<file path="src/rtl/vend_txn_ctrl_if.sv">
`default_nettype none
// -----------------------------------------------------------------------------
// vend_txn_ctrl_if : coin / dispenser / hopper handshake bundle
// Rev 1.0
// -----------------------------------------------------------------------------
interface vend_txn_ctrl_if #(
    parameter int CREDIT_W = 6
);
    logic                coin_valid;
    logic [1:0]          coin_type;
    logic                cancel;
    logic                vend_ack;
    logic                chg_ack;
    logic                vend_req;
    logic                chg_req;
    logic                chg_coin;
    logic [CREDIT_W-1:0] credit;
    logic                busy;
    logic                coin_reject;

    modport master (
        input  coin_valid, coin_type, cancel, vend_ack, chg_ack,
        output vend_req, chg_req, chg_coin, credit, busy, coin_reject
    );

    modport slave (
        output coin_valid, coin_type, cancel, vend_ack, chg_ack,
        input  vend_req, chg_req, chg_coin, credit, busy, coin_reject
    );
endinterface
`default_nettype wire

</file>
<file path="src/rtl/vend_txn_ctrl.sv">
`default_nettype none
// -----------------------------------------------------------------------------
// vend_txn_ctrl : credit accumulation, vend handshake and dime/nickel change
// Rev 1.0
// -----------------------------------------------------------------------------
module vend_txn_ctrl #(
    parameter int PRICE       = 25,
    parameter int CREDIT_W    = 6,
    parameter int TIMEOUT_CYC = 255
) (
    input  logic                   clk,
    input  logic                   rst_n,
    vend_txn_ctrl_if.master        bus
);

    localparam int TMO_W = (TIMEOUT_CYC > 1) ? $clog2(TIMEOUT_CYC) : 1;

    localparam logic [CREDIT_W-1:0] C_PRICE    = CREDIT_W'(PRICE);
    localparam logic [CREDIT_W-1:0] C_NICKEL   = CREDIT_W'(5);
    localparam logic [CREDIT_W-1:0] C_DIME     = CREDIT_W'(10);
    localparam logic [CREDIT_W-1:0] C_QUARTER  = CREDIT_W'(25);
    localparam logic [TMO_W-1:0]    C_TMO_LAST = TMO_W'(TIMEOUT_CYC - 1);
    localparam logic [TMO_W-1:0]    C_TMO_ONE  = TMO_W'(1);

    typedef enum logic [1:0] {
        S_IDLE    = 2'd0,
        S_COLLECT = 2'd1,
        S_VEND    = 2'd2,
        S_CHANGE  = 2'd3
    } state_t;

    state_t              r_state;
    state_t              w_state_nxt;
    logic [CREDIT_W-1:0] r_credit;
    logic [CREDIT_W-1:0] w_credit_nxt;
    logic [TMO_W-1:0]    r_tmo;
    logic [TMO_W-1:0]    w_tmo_nxt;
    logic                r_vend_req;
    logic                r_chg_req;
    logic                r_chg_coin;
    logic                r_busy;
    logic                r_reject;
    logic                w_vend_req_nxt;
    logic                w_chg_req_nxt;
    logic                w_chg_coin_nxt;
    logic                w_busy_nxt;
    logic                w_reject_nxt;

    logic [CREDIT_W-1:0] w_coin_val;
    logic                w_coin_ok;
    logic [CREDIT_W-1:0] w_sum;
    logic [CREDIT_W-1:0] w_pay;

    always_comb begin
        w_coin_val = '0;
        case (bus.coin_type)
            2'd0:    w_coin_val = C_NICKEL;
            2'd1:    w_coin_val = C_DIME;
            2'd2:    w_coin_val = C_QUARTER;
            default: w_coin_val = '0;
        endcase
    end

    assign w_coin_ok = bus.coin_valid && (bus.coin_type != 2'd3);
    // Credit stays below PRICE while collecting, so the sum cannot wrap.
    assign w_sum     = r_credit + w_coin_val;
    assign w_pay     = r_chg_coin ? C_DIME : C_NICKEL;

    always_comb begin
        w_state_nxt   = r_state;
        w_credit_nxt  = r_credit;
        w_tmo_nxt     = r_tmo;
        w_chg_req_nxt = 1'b0;
        w_reject_nxt  = 1'b0;

        case (r_state)
            S_IDLE: begin
                w_tmo_nxt = '0;
                if (w_coin_ok) begin
                    w_credit_nxt = w_sum;
                    w_state_nxt  = (w_sum >= C_PRICE) ? S_VEND : S_COLLECT;
                end else if (bus.coin_valid) begin
                    w_reject_nxt = 1'b1;
                end
            end

            S_COLLECT: begin
                w_reject_nxt = bus.coin_valid && !w_coin_ok;
                if (w_coin_ok) begin
                    w_credit_nxt = w_sum;
                    w_tmo_nxt    = '0;
                    if (w_sum >= C_PRICE) begin
                        w_state_nxt = S_VEND;
                    end else if (bus.cancel) begin
                        w_state_nxt = S_CHANGE;
                    end
                end else if (bus.cancel) begin
                    w_state_nxt = S_CHANGE;
                end else if (r_tmo == C_TMO_LAST) begin
                    w_state_nxt = S_CHANGE;
                end else begin
                    w_tmo_nxt = r_tmo + C_TMO_ONE;
                end
            end

            S_VEND: begin
                w_reject_nxt = bus.coin_valid;
                if (bus.vend_ack && r_vend_req) begin
                    w_credit_nxt = r_credit - C_PRICE;
                    w_state_nxt  = (r_credit == C_PRICE) ? S_IDLE : S_CHANGE;
                end
            end

            S_CHANGE: begin
                w_reject_nxt = bus.coin_valid;
                if (r_chg_req) begin
                    if (bus.chg_ack) begin
                        // Request drops for one cycle after every paid coin.
                        w_credit_nxt = r_credit - w_pay;
                        if (r_credit == w_pay) begin
                            w_state_nxt = S_IDLE;
                        end
                    end else begin
                        w_chg_req_nxt = 1'b1;
                    end
                end else begin
                    w_chg_req_nxt = 1'b1;
                end
            end

            default: begin
                w_state_nxt = S_IDLE;
            end
        endcase

        if ((w_state_nxt == S_CHANGE) && (r_state != S_CHANGE)) begin
            w_chg_req_nxt = 1'b1;
        end
        if (w_state_nxt != S_COLLECT) begin
            w_tmo_nxt = '0;
        end
    end

    assign w_vend_req_nxt = (w_state_nxt == S_VEND);
    assign w_busy_nxt     = (w_state_nxt == S_VEND) || (w_state_nxt == S_CHANGE);
    assign w_chg_coin_nxt = w_chg_req_nxt && (w_credit_nxt >= C_DIME);

    always_ff @(posedge clk or negedge rst_n) begin
        if (!rst_n) begin
            r_state    <= S_IDLE;
            r_credit   <= '0;
            r_tmo      <= '0;
            r_vend_req <= 1'b0;
            r_chg_req  <= 1'b0;
            r_chg_coin <= 1'b0;
            r_busy     <= 1'b0;
            r_reject   <= 1'b0;
        end else begin
            r_state    <= w_state_nxt;
            r_credit   <= w_credit_nxt;
            r_tmo      <= w_tmo_nxt;
            r_vend_req <= w_vend_req_nxt;
            r_chg_req  <= w_chg_req_nxt;
            r_chg_coin <= w_chg_coin_nxt;
            r_busy     <= w_busy_nxt;
            r_reject   <= w_reject_nxt;
        end
    end

    assign bus.vend_req    = r_vend_req;
    assign bus.chg_req     = r_chg_req;
    assign bus.chg_coin    = r_chg_coin;
    assign bus.credit      = r_credit;
    assign bus.busy        = r_busy;
    assign bus.coin_reject = r_reject;

endmodule
`default_nettype wire

</file>
<file path="src/flat_wrapper.sv">
// flat-port wrapper written by rule: the top's interface ports become plain ports
module vend_txn_ctrl_flat 
#(
    parameter int PRICE       = 25,
    parameter int CREDIT_W    = 6,
    parameter int TIMEOUT_CYC = 255
)
  (clk, rst_n, bus_coin_valid, bus_coin_type, bus_cancel, bus_vend_ack, bus_chg_ack, bus_vend_req, bus_chg_req, bus_chg_coin, bus_credit, bus_busy, bus_coin_reject);
  vend_txn_ctrl_if #(.CREDIT_W(CREDIT_W)) bus_i ();
  input  logic clk;
  input  logic rst_n;
  input wire logic [$bits(bus_i.coin_valid)-1:0] bus_coin_valid;
  input wire logic [$bits(bus_i.coin_type)-1:0] bus_coin_type;
  input wire logic [$bits(bus_i.cancel)-1:0] bus_cancel;
  input wire logic [$bits(bus_i.vend_ack)-1:0] bus_vend_ack;
  input wire logic [$bits(bus_i.chg_ack)-1:0] bus_chg_ack;
  output wire logic [$bits(bus_i.vend_req)-1:0] bus_vend_req;
  output wire logic [$bits(bus_i.chg_req)-1:0] bus_chg_req;
  output wire logic [$bits(bus_i.chg_coin)-1:0] bus_chg_coin;
  output wire logic [$bits(bus_i.credit)-1:0] bus_credit;
  output wire logic [$bits(bus_i.busy)-1:0] bus_busy;
  output wire logic [$bits(bus_i.coin_reject)-1:0] bus_coin_reject;
  assign bus_i.coin_valid = bus_coin_valid;
  assign bus_i.coin_type = bus_coin_type;
  assign bus_i.cancel = bus_cancel;
  assign bus_i.vend_ack = bus_vend_ack;
  assign bus_i.chg_ack = bus_chg_ack;
  assign bus_vend_req = bus_i.vend_req;
  assign bus_chg_req = bus_i.chg_req;
  assign bus_chg_coin = bus_i.chg_coin;
  assign bus_credit = bus_i.credit;
  assign bus_busy = bus_i.busy;
  assign bus_coin_reject = bus_i.coin_reject;
  vend_txn_ctrl #(.PRICE(PRICE), .CREDIT_W(CREDIT_W), .TIMEOUT_CYC(TIMEOUT_CYC)) u_core (.clk(clk), .rst_n(rst_n), .bus(bus_i));
endmodule
</file>
<file path="config.mk">
export PLATFORM = sky130hd
export DESIGN_NAME = vend_txn_ctrl_flat
export DESIGN_NICKNAME = d
export VERILOG_FILES = /design/src/rtl/vend_txn_ctrl_if.sv /design/src/rtl/vend_txn_ctrl.sv /design/src/flat_wrapper.sv
export SDC_FILE = /design/constraint.sdc
export NUM_CORES = 1
export LEC_CHECK = 0
export BUFFER_PORTS_ARGS = -buffer_cell sky130_fd_sc_hd__buf_4
export CAP_MARGIN = 20
export CORE_MARGIN = 4
export CORE_UTILIZATION = 40
export CTS_BUF_LIST = sky130_fd_sc_hd__clkbuf_16
export CTS_CLUSTER_SIZE = 20
export DETAILED_ROUTE_END_ITERATION = 10
export PLACE_DENSITY = 0.6
export SYNTH_ARGS = -nofsm -noshare
export SYNTH_HDL_FRONTEND = slang
export SYNTH_SLANG_ARGS = --single-unit
</file>
<file path="constraint.sdc">
create_clock -name clk -period 4.4 [get_ports clk]
set_input_delay 0.22 -clock clk [delete_from_list [all_inputs] [get_ports clk]]
set_output_delay 0.22 -clock clk [all_outputs]
set_load 0.02 [all_outputs]
</file>
# Word level (Yosys, flattened, before mapping)
# Cells that the tools add are included.
dict set report word_totals {
  ff_bits 21
  in_bits 8
  wordCells 74
}
dict set report op_classes {
  addsub 4
  n_lt_le_gt_ge 2
  n_eq_ne 15
  muxes 32
  reduce_logical 13
}
# cell count
set op_table {}
lappend op_table {{$mux W8} 4}
lappend op_table {{$mux W2} 12}
lappend op_table {{$mux W6} 4}
lappend op_table {{$pmux W6 S3} 1}
lappend op_table {{$pmux W8 S2} 1}
lappend op_table {{$pmux W5 S3} 1}
lappend op_table {{$eq A2 B2 Y1 const B} 5}
lappend op_table {{$add A8 B1 Y8 const B} 1}
lappend op_table {{$eq A8 B8 Y1 const B} 1}
lappend op_table {{$pmux W2 S4} 1}
lappend op_table {{$add A6 B5 Y6} 1}
lappend op_table {{$eq A6 B5 Y1 const B} 1}
lappend op_table {{$eq A6 B6 Y1} 1}
lappend op_table {{$ge A6 B4 Y1 const B} 1}
lappend op_table {{$ge A6 B5 Y1 const B} 1}
lappend op_table {{$mux W1} 6}
lappend op_table {{$sub A6 B5 Y6 const B} 1}
lappend op_table {{$sub A6 B6 Y6} 1}
lappend op_table {{$logic_and A1 B1 Y1} 5}
lappend op_table {{$eq A2 B1 Y1 const B} 2}
lappend op_table {{$logic_not A2 Y1} 2}
lappend op_table {{$mux W4} 1}
lappend op_table {{$ne A2 B2 Y1 const B} 2}
lappend op_table {{$ne A4 B2 Y1 const B} 1}
lappend op_table {{8 further kinds} 9}

# Longest topological paths before layout
# Gate-level depths: netlist of the first run.
dict set report depth {
  depth_word 11
  ltp_mapped 11
  mapped_depth_nobuf 11
}

# Worst setup path before layout of the first run
# No wires, ideal clock.
dict set report synth_timing {
  path_kind {register to register}
  start {register u_core.r_credit[0] (netlist: u_core.bus.credit[0])}
  end {register u_core.r_chg_coin (netlist: u_core.bus.chg_coin)}
  t_arrival_ns 2.491
  required_ns 4.276
  setup_slack_ns 1.785
  path_stages_with_launch 11
  path_buffers 0
  period_less_slack_ns 2.615
  cell_sequence {dfrtp_1 > ha_1 > inv_1 > fa_1 > nand2b_1 > a21oi_1 > xor2_1 > a32oi_2 > o31a_4 > a32o_2 > o31a_1}
}
dict set report synth_via {
  elab_chain_len 9
  elab_cells_between_ends 26
  cone_classes {3 x add/sub; 2 x order compare; 3 x eq/ne; 16 x mux; 2 x reduce/logical}
}
# item line_no
set synth_rtl {}
lappend synth_rtl {{start: declaration} vend_txn_ctrl.sv:34} ;# logic [CREDIT_W-1:0] r_credit;
lappend synth_rtl {{start signal: assignment} vend_txn_ctrl.sv:160} ;# r_credit <= w_credit_nxt;
lappend synth_rtl {{$add A6 B5 Y6 / $eq A6 B6 Y1 (equally long branches)} {vend_txn_ctrl.sv:66, vend_txn_ctrl.sv:120}}
lappend synth_rtl {{$ge A6 B5 Y1 / $mux W2 (equally long branches)} {vend_txn_ctrl.sv:81, vend_txn_ctrl.sv:92, vend_txn_ctrl.sv:120}}
lappend synth_rtl {{$mux W2 (on tied branches)} {vend_txn_ctrl.sv:92, vend_txn_ctrl.sv:81, vend_txn_ctrl.sv:117}}
lappend synth_rtl {{$mux W2 (on tied branches)} {vend_txn_ctrl.sv:89, vend_txn_ctrl.sv:79, vend_txn_ctrl.sv:116}}
lappend synth_rtl {{$pmux W2 S4 *} vend_txn_ctrl.sv:76} ;# case (r_state)
lappend synth_rtl {{net u_core.w_state_nxt[0]} vend_txn_ctrl.sv:33} ;# state_t w_state_nxt;
lappend synth_rtl {{$eq A2 B2 Y1 *} vend_txn_ctrl.sv:136} ;# if ((w_state_nxt == S_CHANGE) && (r_state != S_CHANGE)) begin
lappend synth_rtl {{$logic_and A1 B1 Y1 *} vend_txn_ctrl.sv:136}
lappend synth_rtl {{$mux W1 *} vend_txn_ctrl.sv:136}
lappend synth_rtl {{net u_core.w_chg_req_nxt} vend_txn_ctrl.sv:44} ;# logic w_chg_req_nxt;
lappend synth_rtl {{$logic_and A1 B1 Y1 *} vend_txn_ctrl.sv:146} ;# assign w_chg_coin_nxt = w_chg_req_nxt && (w_credit_nxt >= C_DIME);
lappend synth_rtl {{net u_core.w_chg_coin_nxt} vend_txn_ctrl.sv:45} ;# logic w_chg_coin_nxt;
lappend synth_rtl {{end signal: assignment} vend_txn_ctrl.sv:164} ;# r_chg_coin <= w_chg_coin_nxt;
lappend synth_rtl {{end: declaration} vend_txn_ctrl.sv:40} ;# logic r_chg_coin;
# The timed path passes the listed nets; every way through them passes the cells marked *.
# A chain may end at the register's enable or synchronous reset.

# Worst setup path after layout of the first run
# Ends and elaborated chain as after synthesis.

==> results of run 1 <==
-- layout make-up --
cell class | instances | area, um^2
repair buffers | 19 | 145
clock buffers | 3 | 75.1
fillers | 391 | 2120
well taps | 50 | 62.6
multi-input cells | 143 | 1070
flip-flops and latches | 21 | 526
inverters | 14 | 52.6
clock inverters | 1 | 5.00
-- metal layers --
layer	wire length (um)	GRT usage, %	vias to the layer above
met5	0	0	-
met4	76	4.02	0
met2	2010	27.2	29
met1	1790	19.6	669
li1	-	-	703
met3	147	3.83	10
-- state kept, by name, indices dropped and copies added (netlist names) --
| register | cells |
|---|---|
| u_core.bus.busy | 1 |
| u_core.bus.chg_coin | 1 |
| u_core.bus.chg_req | 1 |
| u_core.bus.coin_reject | 1 |
| u_core.bus.credit | 6 |
| u_core.bus.vend_req | 1 |
| u_core.r_state | 2 |
| u_core.r_tmo | 8 |
-- layout by cell type (no fill, tap or decap), types with 3 or more instances in the layout --
cell        n
a211oi_1    3
a21oi_1     7
and3_1      4
buf_4      18
clkbuf_16   3
dfrtp_1    21
ha_1       17
inv_1      14
nand2_1     6
nand2b_1    4
nand3_1     6
nand4_1     3
nor2_1     19
o21a_1      4
o21ai_0     9
o22ai_1     3
o31a_1      3
xnor2_1     3
xor2_1     10
-- per-stage QoR --
step	worst slack [ps]	hold slack, ps	util [%]
after global placement	1780	124	45.6
after global routing	1530	207	47.8
final	1700	207	47.8
after CTS	1700	202	47.8
after detailed placement	1710	128	45.6
after floorplan	1780	-75.6	-
-- cells by family after synthesis --
kind of cell / Yosys count
xor gates and xnor gates: 13
muxes: 3
adders and majority gates: 19
buffers and inverters: 20
AOI/OAI and AO/OA: 50
DFF: 21
and+or+nand+nor: 58
-- power by group through the flow --
stage	logic [mW]	registers (mW)	clock network [mW]
after floorplan	0.613	0.385	0
after global placement	0.815	0.386	0
after detailed placement	0.828	0.391	0
after CTS	0.838	0.386	0.198
after global routing	0.920	0.403	0.206
final	0.838	0.389	0.190
-- final timing paths --
kind / start / endpoint / cells after the start
min in group asynchronous: rst_n / u_core.r_tmo[6] / 2
worst max-delay path: u_core.bus.credit[0] / u_core.bus.chg_coin / 10
worst max register to register: u_core.bus.credit[0] / u_core.bus.chg_coin / 10
worst min register to register: u_core.r_tmo[0] / u_core.r_tmo[0] / 1
max in group asynchronous: rst_n / u_core.bus.credit[5] / 2
worst min-delay path: bus_coin_valid / u_core.bus.coin_reject / 2
==> reports/qor.csv, run 1 <==
stage,metric,value,unit
critical_path,"slowest stage delay, CP",510,ps
critical_path,Critical Path RT,4540,ps
pwr,Worst VDD drop,0.248,mV
synthesis,mux contribution to synthesized area,1.83,%
synthesis,Synth Area in Compound Gates,21.8,%
place,Placed Cells,246,
synthesis,Syn. warnings,0,
clock_network,Post-CTS Setup Inserts,0,
finish,Area growth syn-to-layout,13.3,%
place,input/output buffers,18,
grt,pin count of the biggest net entering global routing,22,
critical_path,Startpoint Class,register,
drt,WL/cell,16.0,um
timing,Slew headroom,55.1,%
pwr,Tot Pwr,1.42,mW
synthesis,Synth async-reset ratio,100,%
synthesis,top-area cell type share of the netlist area,30.7,%
critical_path,worst reg-to-reg setup slack,1700,ps
timing,final setup vio count,0,
synthesis,"Net Count, Synth",211,
grt,antenna violations before repair,0,
clock_network,latest clock arrival within the worst-skew pair,250,ps
floorplanning,Core Region,4060,um^2
drt,vias,1411,
synthesis,largest family of logic cells by synthesized area,compound AO/OA/AOI/OAI gates,
synthesis,Syn Area/Cell,9.31,um^2
floorplanning,Initial Utilization,42.2,%
run_status,status,"complete, no violations",
finish,Layout Cells excl Fill,251,
timing,Final Hold Viols,0,
floorplanning,die area,5390,um^2
floorplanning,Die W,73.4,um
grt,total global-route track usage,15.8,%
clock_network,H-tree levels,1,
clock_network,root buffer cell,clkbuf_16,
drt,DRC viols,0,
synthesis,Mapped Area,1710,um^2
synthesis,Synth Area in Simple Gates,17.8,%
clock_network,Sink Count,21,
timing,unrepaired setup endpoints after global routing,false,
timing,f_max,0.371,GHz
synthesis,Netlist cell types,52,
floorplanning,row count,23,
grt,vias in the first global route,1484,
critical_path,kind of critical path,reg -> reg,
pwr,pwr dens,730,nW/um^2
synthesis,Syn Inst Count,184,
finish,final design area excluding fillers,1940,um^2
clock_network,CTS tree,built,
timing,clock skew,9.25,ps
synthesis,sequential share of the synthesized area,30.7,%
critical_path,CP Capture Type,register,
timing,fin crit share,61.3,%
place,GPL Wtd Cong,0.914,
timing,Slew Limit Fails,0,
drt,drt pass-1 iters,4,
floorplanning,number of top-level pins,19,
place,hpwl dp,3.13,mm
timing,worst slew pin tran,674,ps
drt,initial DRC count,107,
synthesis,"count leader, synth",dfrtp_1,
pwr,switch share,46.6,%
synthesis,Post-synth EDFFs,0,
pwr,Flop pwr share,27.5,%
floorplanning,die height,73.4,um
drt,Routed WL,4.03,mm
synthesis,Commonest cells post-synth,"dfrtp_1, nor2_1, ha_1, inv_1, xor2_1",
timing,fin crit period,2700,ps
critical_path,worst path buffer plus inverter count,1,
critical_path,"delay-heaviest family, CP",compound AO/OA/AOI/OAI gates,
grt,first-pass GRT wire length,6.69,mm
pwr,Clock power frac,13.4,%
job,max-cap violations,0,
grt,gr ovfl total,0,
drt,Via density,5.62,
timing,final setup TNS,0,ps
synthesis,xor-xnor portion of the synthesized cell area,6.65,%
critical_path,crit path DAT,2840,ps
synthesis,Synth Register Bits,21,
pwr,combinational share of power,59.1,%
critical_path,CP max FO,9,
place,placed cell area,1850,um^2
pwr,switching pwr,0.660,mW
finish,fraction of layout cells with a size suffix above 1,15.9,%
finish,n_diodes,0,
hold_path,worst min path class,in -> reg,
synthesis,biggest area consumer among synthesized cells,dfrtp_1,
critical_path,crit path cell chain,ha_1 -> inv_1 -> fa_1 -> nand2b_1 -> a21oi_1 -> xor2_1 -> a32oi_2 -> o31a_4 -> a32o_2 -> o31a_1,
drt,Antenna Nets Post-Route,0,
critical_path,slowest cell on the critical path,dfrtp_1,
synthesis,synth top area cells,"dfrtp_1, ha_1, xor2_1",
clock_network,Max clock buf depth,2,
synthesis,Main synth FF type,dfrtp_1,
finish,Final nets,229,
pwr,Leakage Power,0.903,nW
clock_network,hold buffers post-CTS,1,
clock_network,number of CTS-inserted buffers,3,
synthesis,adder-cell share of the synthesized area,14.8,%
pwr,internal power,0.756,mW
clock_network,post-cts gate resize count,0,
clock_network,clock-pin slew on the worst setup and hold paths,60,ps
Power figures use the tool's default switching activity.
==> run 2, diff against run 1 <==
--- a/config.mk
+++ b/config.mk
@@ -5,6 +5,7 @@
 export SDC_FILE = /design/constraint.sdc
 export NUM_CORES = 1
 export LEC_CHECK = 0
+export ABC_AREA = 1
 export BUFFER_PORTS_ARGS = -buffer_cell sky130_fd_sc_hd__buf_4
 export CAP_MARGIN = 20
 export CORE_MARGIN = 4
==> constraint.sdc (replaced) <==
create_clock -name clk -period 2.7 [get_ports clk]
set_input_delay 0.135 -clock clk [delete_from_list [all_inputs] [get_ports clk]]
set_output_delay 0.135 -clock clk [all_outputs]
set_load 0.02 [all_outputs]
==> reports/qor.csv, run 2 <==
stage,metric,value,unit,change
drt,WL/cell,13.6,um,-15%
timing,f_max,0.442,GHz,+19%
run_status,status,"complete, no violations",,
grt,vias in the first global route,1503,,+1.3%
hold_path,hold path start,bus_coin_valid,,
drt,initial DRC count,91,,-15%
finish,fillers,460,,+18%
place,GPL Wtd Cong,0.892,,-2.4%
critical_path,Critical Path RT,2900,ps,-1640 ps
finish,final design area excluding fillers,2030,um^2,+4.5%
drt,Antenna Nets Post-Route,0,,unchanged
synthesis,"Net Count, Synth",262,,+24%
timing,final setup TNS,0,ps,unchanged
critical_path,crit path cell chain,inv_1 -> fa_1 -> inv_1 -> nand3_1 -> nand2_1 -> nand2_1 -> nand2_1 -> nand3_2 -> nand2_2 -> nand2_2 -> nand2_2 -> nand2_2 -> nand3_2 -> nand3_2 -> a21oi_2,,
critical_path,critical path's most frequent cell,nand2_2,,
floorplanning,Initial Utilization,42.6,%,+0.39 points
pwr,pwr dens,1160,nW/um^2,+59%
critical_path,reg2reg start,u_core.bus.credit[1],,
synthesis,sequential share of the synthesized area,29.8,%,-0.91 points
timing,Final Hold Viols,0,,unchanged
grt,antenna violations before repair,0,,unchanged
critical_path,Startpoint Class,register,,
synthesis,Syn. warnings,0,,unchanged
finish,fraction of layout cells with a size suffix above 1,15.2,%,-0.69 points
drt,Routed WL,4.15,mm,+3.2%
critical_path,worst path buffer plus inverter count,2,,+1
finish,n_diodes,0,,unchanged
pwr,Worst VDD drop,0.527,mV,+110%
critical_path,crit path DAT,2460,ps,-380 ps
drt,drt pass-1 iters,4,,unchanged
synthesis,Post-synth EDFFs,0,,unchanged
timing,final setup vio count,0,,unchanged
floorplanning,die height,74.4,um,+1.4%
critical_path,"delay-heaviest family, CP",simple AND/OR/NAND/NOR gates,,
finish,area of the multi-input gates,1080,um^2,+0.82%
finish,max FFs per register,8,,unchanged
finish,register with the most flip-flops,u_core.r_tmo,,
finish,"commonest non-fill, non-tap cell in the layout",nand2_1,,
place,placed cell area,1940,um^2,+4.7%
grt,pin count of the biggest net entering global routing,22,,unchanged
finish,FF/Latch Area,526,um^2,unchanged
pwr,Leakage Power,1.02,nW,+13%
timing,fin crit period,2260,ps,-432 ps
critical_path,CP max FO,7,,-2
synthesis,Main synth FF type,dfrtp_1,,
clock_network,CTS tree,built,,
synthesis,Synth async-reset ratio,100,%,unchanged
hold_path,worst min path class,in -> reg,,
synthesis,synth top area cells,"dfrtp_1, ha_1, nand2_1",,
floorplanning,number of top-level pins,19,,unchanged
synthesis,biggest area consumer among synthesized cells,dfrtp_1,,
synthesis,Commonest cells post-synth,"nand2_1, inv_1, dfrtp_1, a21oi_1, nand3_1",,
critical_path,"slowest stage delay, CP",510,ps,about the same
grt,total global-route track usage,16.7,%,+0.91 points
synthesis,"count leader, synth",nand2_1,,
clock_network,latest clock arrival within the worst-skew pair,260,ps,about the same
drt,Via density,5.11,,-9.0%
finish,most frequent cells in the layout,"nand2_1, inv_1, dfrtp_1",,
synthesis,Syn Area/Cell,7.51,um^2,-19%
grt,gr ovfl total,0,,unchanged
critical_path,slowest cell on the critical path,dfrtp_1,,
timing,Slew Limit Fails,0,,unchanged
timing,worst slew pin tran,387,ps,-287 ps
clock_network,clock-pin slew on the worst setup and hold paths,70,ps,about the same
timing,unrepaired setup endpoints after global routing,false,,
synthesis,Synth Register Bits,21,,unchanged
clock_network,root buffer cell,clkbuf_16,,
floorplanning,Die W,74.4,um,+1.4%
critical_path,kind of critical path,reg -> reg,,
critical_path,Critical Path Source,u_core.bus.credit[1],,
synthesis,top-area cell type share of the netlist area,29.8,%,-0.91 points
clock_network,H-tree levels,1,,unchanged
drt,DRC viols,0,,unchanged
finish,Final nets,284,,+24%
clock_network,Sink Count,21,,unchanged
synthesis,Syn Inst Count,235,,+28%
timing,clock skew,8.40,ps,-0.849 ps
synthesis,Netlist cell types,30,,-42%
job,max-cap violations,0,,unchanged
floorplanning,row count,23,,unchanged
floorplanning,die area,5540,um^2,+2.7%
place,input/output buffers,18,,unchanged
finish,Area growth syn-to-layout,14.9,%,
timing,Slew headroom,74.2,%,+19 points
drt,vias,1565,,+11%
place,hpwl dp,3.28,mm,+5.0%
synthesis,Mapped Area,1770,um^2,+3.1%
grt,first-pass GRT wire length,7.02,mm,+4.9%
clock_network,number of CTS-inserted buffers,3,,unchanged
clock_network,Max clock buf depth,2,,unchanged
pwr,Tot Pwr,2.36,mW,+66%
floorplanning,Core Region,4140,um^2,+2.1%
timing,fin crit share,83.8,%,+23 points
critical_path,CP Capture Type,register,,
run 2: cell count changes in the layout (fill, tap and decap cells not counted), sizes merged, moves of 12 or more:
cell	change
a21oi	+12
inv	+21
nand2	+45
nand3	+18
run 2: per-layer routing:
metal  vias up  routed length, um  part of all wire [%]  track usage, %
met5         -                  0                     0               0
met4         0                 57                   1.4            4.94
met3         6                216                   5.2            3.11
met2        43               1850                    45            27.1
met1       691               2030                    49            22.5
li1        825                  -                     -               -
run 2: cell families after synthesis:
logic type / count (synthesis) / share of synthesized area, %
xor gates and xnor gates: 7 / 3.47
adders and majority gates: 19 / 14.3
buffers and inverters: 37 / 8.86
AOI/OAI and AO/OA: 38 / 12.3
and+or+nand+nor: 113 / 31.3
DFF: 21 / 29.8
run 2: worst paths after layout:
path	endpoint	slack (ps)	cells after the start
setup / recovery	u_core.bus.chg_coin	440	15
hold / removal	u_core.bus.coin_reject	110	2
setup reg to reg	u_core.bus.chg_coin	440	15
min in group asynchronous	u_core.bus.credit[0]	300	2
max in group asynchronous	u_core.r_tmo[3]	2170	2
hold reg to reg	u_core.r_tmo[0]	500	1
run 2: final cells by class:
type | instances | area share [%]
Sequential cell | 21 | 25.9
Tap cell | 50 | 3.08
Inverter | 35 | 6.48
Multi-Input combinational cell | 177 | 53.4
Timing Repair Buffer | 19 | 7.16
Clock inverter | 1 | 0.247
Clock buffer | 3 | 3.70
run 2: power breakdown:
part / switching, mW / internal [mW] / leakage (nW)
logic: 0.919 / 0.542 / 0.710
registers: 0.150 / 0.416 / 0.268
clock network: 0.128 / 0.199 / 0.0409
total: 1.20 / 1.16 / 1.02
run 2: through the flow:
stage          setup WS [ps]  hold WS [ps]  utilization [%]  cells
2_1_floorplan            581          -161                -    235
3_3_place_gp             460          43.1             46.8    301
3_5_place_dp             427          36.9             46.8    301
4_1_cts                  405           114             48.9    306
5_1_grt                  182           128             48.9    306
6_report                 437           110             48.9    306
run 2: repair_timing:
action | CTS | global route
endpoints found under the hold margin | 21 | 0
hold buffers | 1 | 0
gates resized for setup | 0 | 0
setup buffers | 0 | 0
==> run 3, diff against run 2 <==
==> constraint.sdc (replaced) <==
create_clock -name clk -period 2.28 [get_ports clk]
set_input_delay 0.114 -clock clk [delete_from_list [all_inputs] [get_ports clk]]
set_output_delay 0.114 -clock clk [all_outputs]
set_load 0.02 [all_outputs]
==> reports/qor.csv, run 3 (synthesis gave the netlist of run 2 again) <==
stage,metric,value,unit,change
timing,final setup vio count,0,,unchanged
run_status,status,"complete, no violations",,
finish,Layout Cells excl Fill,316,,+3.3%
pwr,Flop pwr share,21.3,%,-2.7 points
pwr,Worst VDD drop,0.630,mV,+19%
floorplanning,row count,23,,unchanged
clock_network,CTS tree,built,,
clock_network,Max clock buf depth,2,,unchanged
timing,Slew headroom,72.9,%,-1.3 points
floorplanning,die area,5540,um^2,unchanged
drt,DRC viols,0,,unchanged
place,hpwl dp,3.40,mm,+3.7%
finish,most frequent cells in the layout,"nand2_1, inv_1, buf_4",,
critical_path,crit path DAT,2310,ps,-150 ps
timing,Final Hold Viols,0,,unchanged
grt,first-pass GRT wire length,7.36,mm,+4.8%
timing,fin crit period,2120,ps,-141 ps
clock_network,Sink Count,21,,unchanged
floorplanning,Initial Utilization,42.6,%,unchanged
floorplanning,number of top-level pins,19,,unchanged
pwr,Leakage Power,1.06,nW,+4.4%
critical_path,R2R depth,14,,-1
pwr,switch share,49.8,%,-0.98 points
finish,Finished Core Util,51.5,%,+2.6 points
finish,n_diodes,0,,unchanged
drt,vias,1622,,+3.6%
pwr,pwr dens,1410,nW/um^2,+21%
finish,Final nets,294,,+3.5%
finish,max FFs per register,8,,unchanged
critical_path,kind of critical path,reg -> reg,,
finish,Area growth syn-to-layout,21.0,%,
pwr,Tot Pwr,3.00,mW,+27%
finish,register with the most flip-flops,u_core.r_tmo,,
floorplanning,Die W,74.4,um,unchanged
clock_network,root buffer cell,clkbuf_16,,
timing,final setup TNS,0,ps,unchanged
pwr,internal power,1.51,mW,+30%
drt,WL/cell,13.9,um,+2.5%
grt,vias in the first global route,1506,,+0.20%
timing,f_max,0.471,GHz,+6.7%
clock_network,H-tree levels,1,,unchanged
critical_path,Startpoint Class,register,,
finish,fraction of layout cells with a size suffix above 1,22.6,%,+7.3 points
clock_network,latest clock arrival within the worst-skew pair,250,ps,about the same
floorplanning,Core Region,4140,um^2,unchanged
grt,total global-route track usage,17.5,%,+0.79 points
drt,Via density,5.13,,+0.36%
finish,"commonest non-fill, non-tap cell in the layout",nand2_1,,
hold_path,worst min path class,in -> reg,,
pwr,combinational share of power,66.1,%,+4.0 points
clock_network,number of CTS-inserted buffers,3,,unchanged
drt,initial DRC count,61,,-33%
critical_path,Critical Path RT,2470,ps,-430 ps
job,max-cap violations,0,,unchanged
place,input/output buffers,18,,unchanged
timing,unrepaired setup endpoints after global routing,true,,
grt,pin count of the biggest net entering global routing,22,,unchanged
hold_path,Worst Hold Depth,2,,unchanged
drt,drt pass-1 iters,4,,unchanged
grt,gr ovfl total,0,,unchanged
clock_network,clock-pin slew on the worst setup and hold paths,60,ps,about the same
place,GPL Wtd Cong,0.833,,-6.6%
pwr,switching pwr,1.50,mW,+25%
critical_path,CP Capture Type,register,,
place,Placed Cells,305,,+1.3%
drt,Routed WL,4.40,mm,+5.9%
floorplanning,die height,74.4,um,unchanged
timing,Slew Limit Fails,0,,unchanged
timing,fin crit share,93.1,%,+9.2 points
grt,antenna violations before repair,0,,unchanged
timing,clock skew,3.09,ps,-5.32 ps
pwr,Clock power frac,12.7,%,-1.2 points
timing,worst slew pin tran,405,ps,+18.3 ps
drt,Antenna Nets Post-Route,0,,unchanged
critical_path,CP max FO,5,,-2
[run 3: cell count changes in the layout (fill, tap and decap cells not counted), sizes merged]
cell / delta
buf: +10
[run 3: layer usage]
| layer | GRT usage (%) | share of wire, % | wire length [um] | vias up |
|---|---|---|---|---|
| met2 | 24.4 | 42 | 1850 | 34 |
| met4 | 5.53 | 1.0 | 45 | 0 |
| met1 | 27.1 | 51 | 2250 | 734 |
| met5 | 0 | 0 | 0 | - |
| li1 | - | - | - | 850 |
| met3 | 2.97 | 5.7 | 252 | 4 |
[run 3: through the flow]
| stage | setup WS, ps | cell area [um^2] | hold slack (ps) |
|---|---|---|---|
| 2_1_floorplan | 161 | 1770 | -182 |
| 3_3_place_gp | 46.2 | 1970 | 20.9 |
| 3_5_place_dp | 38.8 | 1970 | 23.6 |
| 4_1_cts | 22.2 | 2060 | 86.5 |
| 5_1_grt | -7.23 | 2140 | 99.8 |
| 6_report | 158 | 2140 | 85.5 |
[run 3: area by class of cell]
type,instances,area (um^2)
multi-input cells,177,1120
clock inverters,1,5.00
flip-flops and latches,21,526
inverters,35,131
repair buffers,29,220
fillers,434,2010
well taps,50,62.6
clock buffers,3,75.1
[run 3: worst paths after layout]
check	startpoint	endpoint	slack, ps
min in group asynchronous	rst_n	u_core.bus.credit[2]	290
hold reg to reg	u_core.r_tmo[0]	u_core.r_tmo[0]	510
setup / recovery	u_core.bus.credit[0]	u_core.bus.chg_coin	160
hold / removal	bus_coin_valid	u_core.bus.coin_reject	90
max in group asynchronous	rst_n	u_core.bus.busy	1760
setup reg to reg	u_core.bus.credit[0]	u_core.bus.chg_coin	160
[run 3: worst max-delay path, stage by stage, from the launching register on]
cell     delay (ps)
dfrtp_1         440
inv_2           110
ha_1            150
inv_1            60
fa_2            330
nand2_1          70
inv_1            50
o21ai_2         120
nand2_1         100
a21oi_2         120
o21ai_0          90
and3_1          210
nand2_1          80
nor2_2           40
a21oi_2          90
[run 3: what timing repair did]
action                                  4_1_cts  5_1_grt
resized for setup                             0       13
hold buffers                                  1        0
buffers inserted                              0        6
endpoints found under the setup margin        0        4
endpoints found under the hold margin        21        0
[run 3: power groups by stage]
| stage | Sequential, mW | Combinational (mW) | Clock (mW) |
|---|---|---|---|
| floorplan | 0.719 | 1.21 | 0 |
| global placement | 0.635 | 1.82 | 0 |
| detailed placement | 0.638 | 1.83 | 0 |
| CTS | 0.634 | 1.84 | 0.387 |
| global route | 0.657 | 2.22 | 0.409 |
| finish | 0.638 | 1.98 | 0.380 |
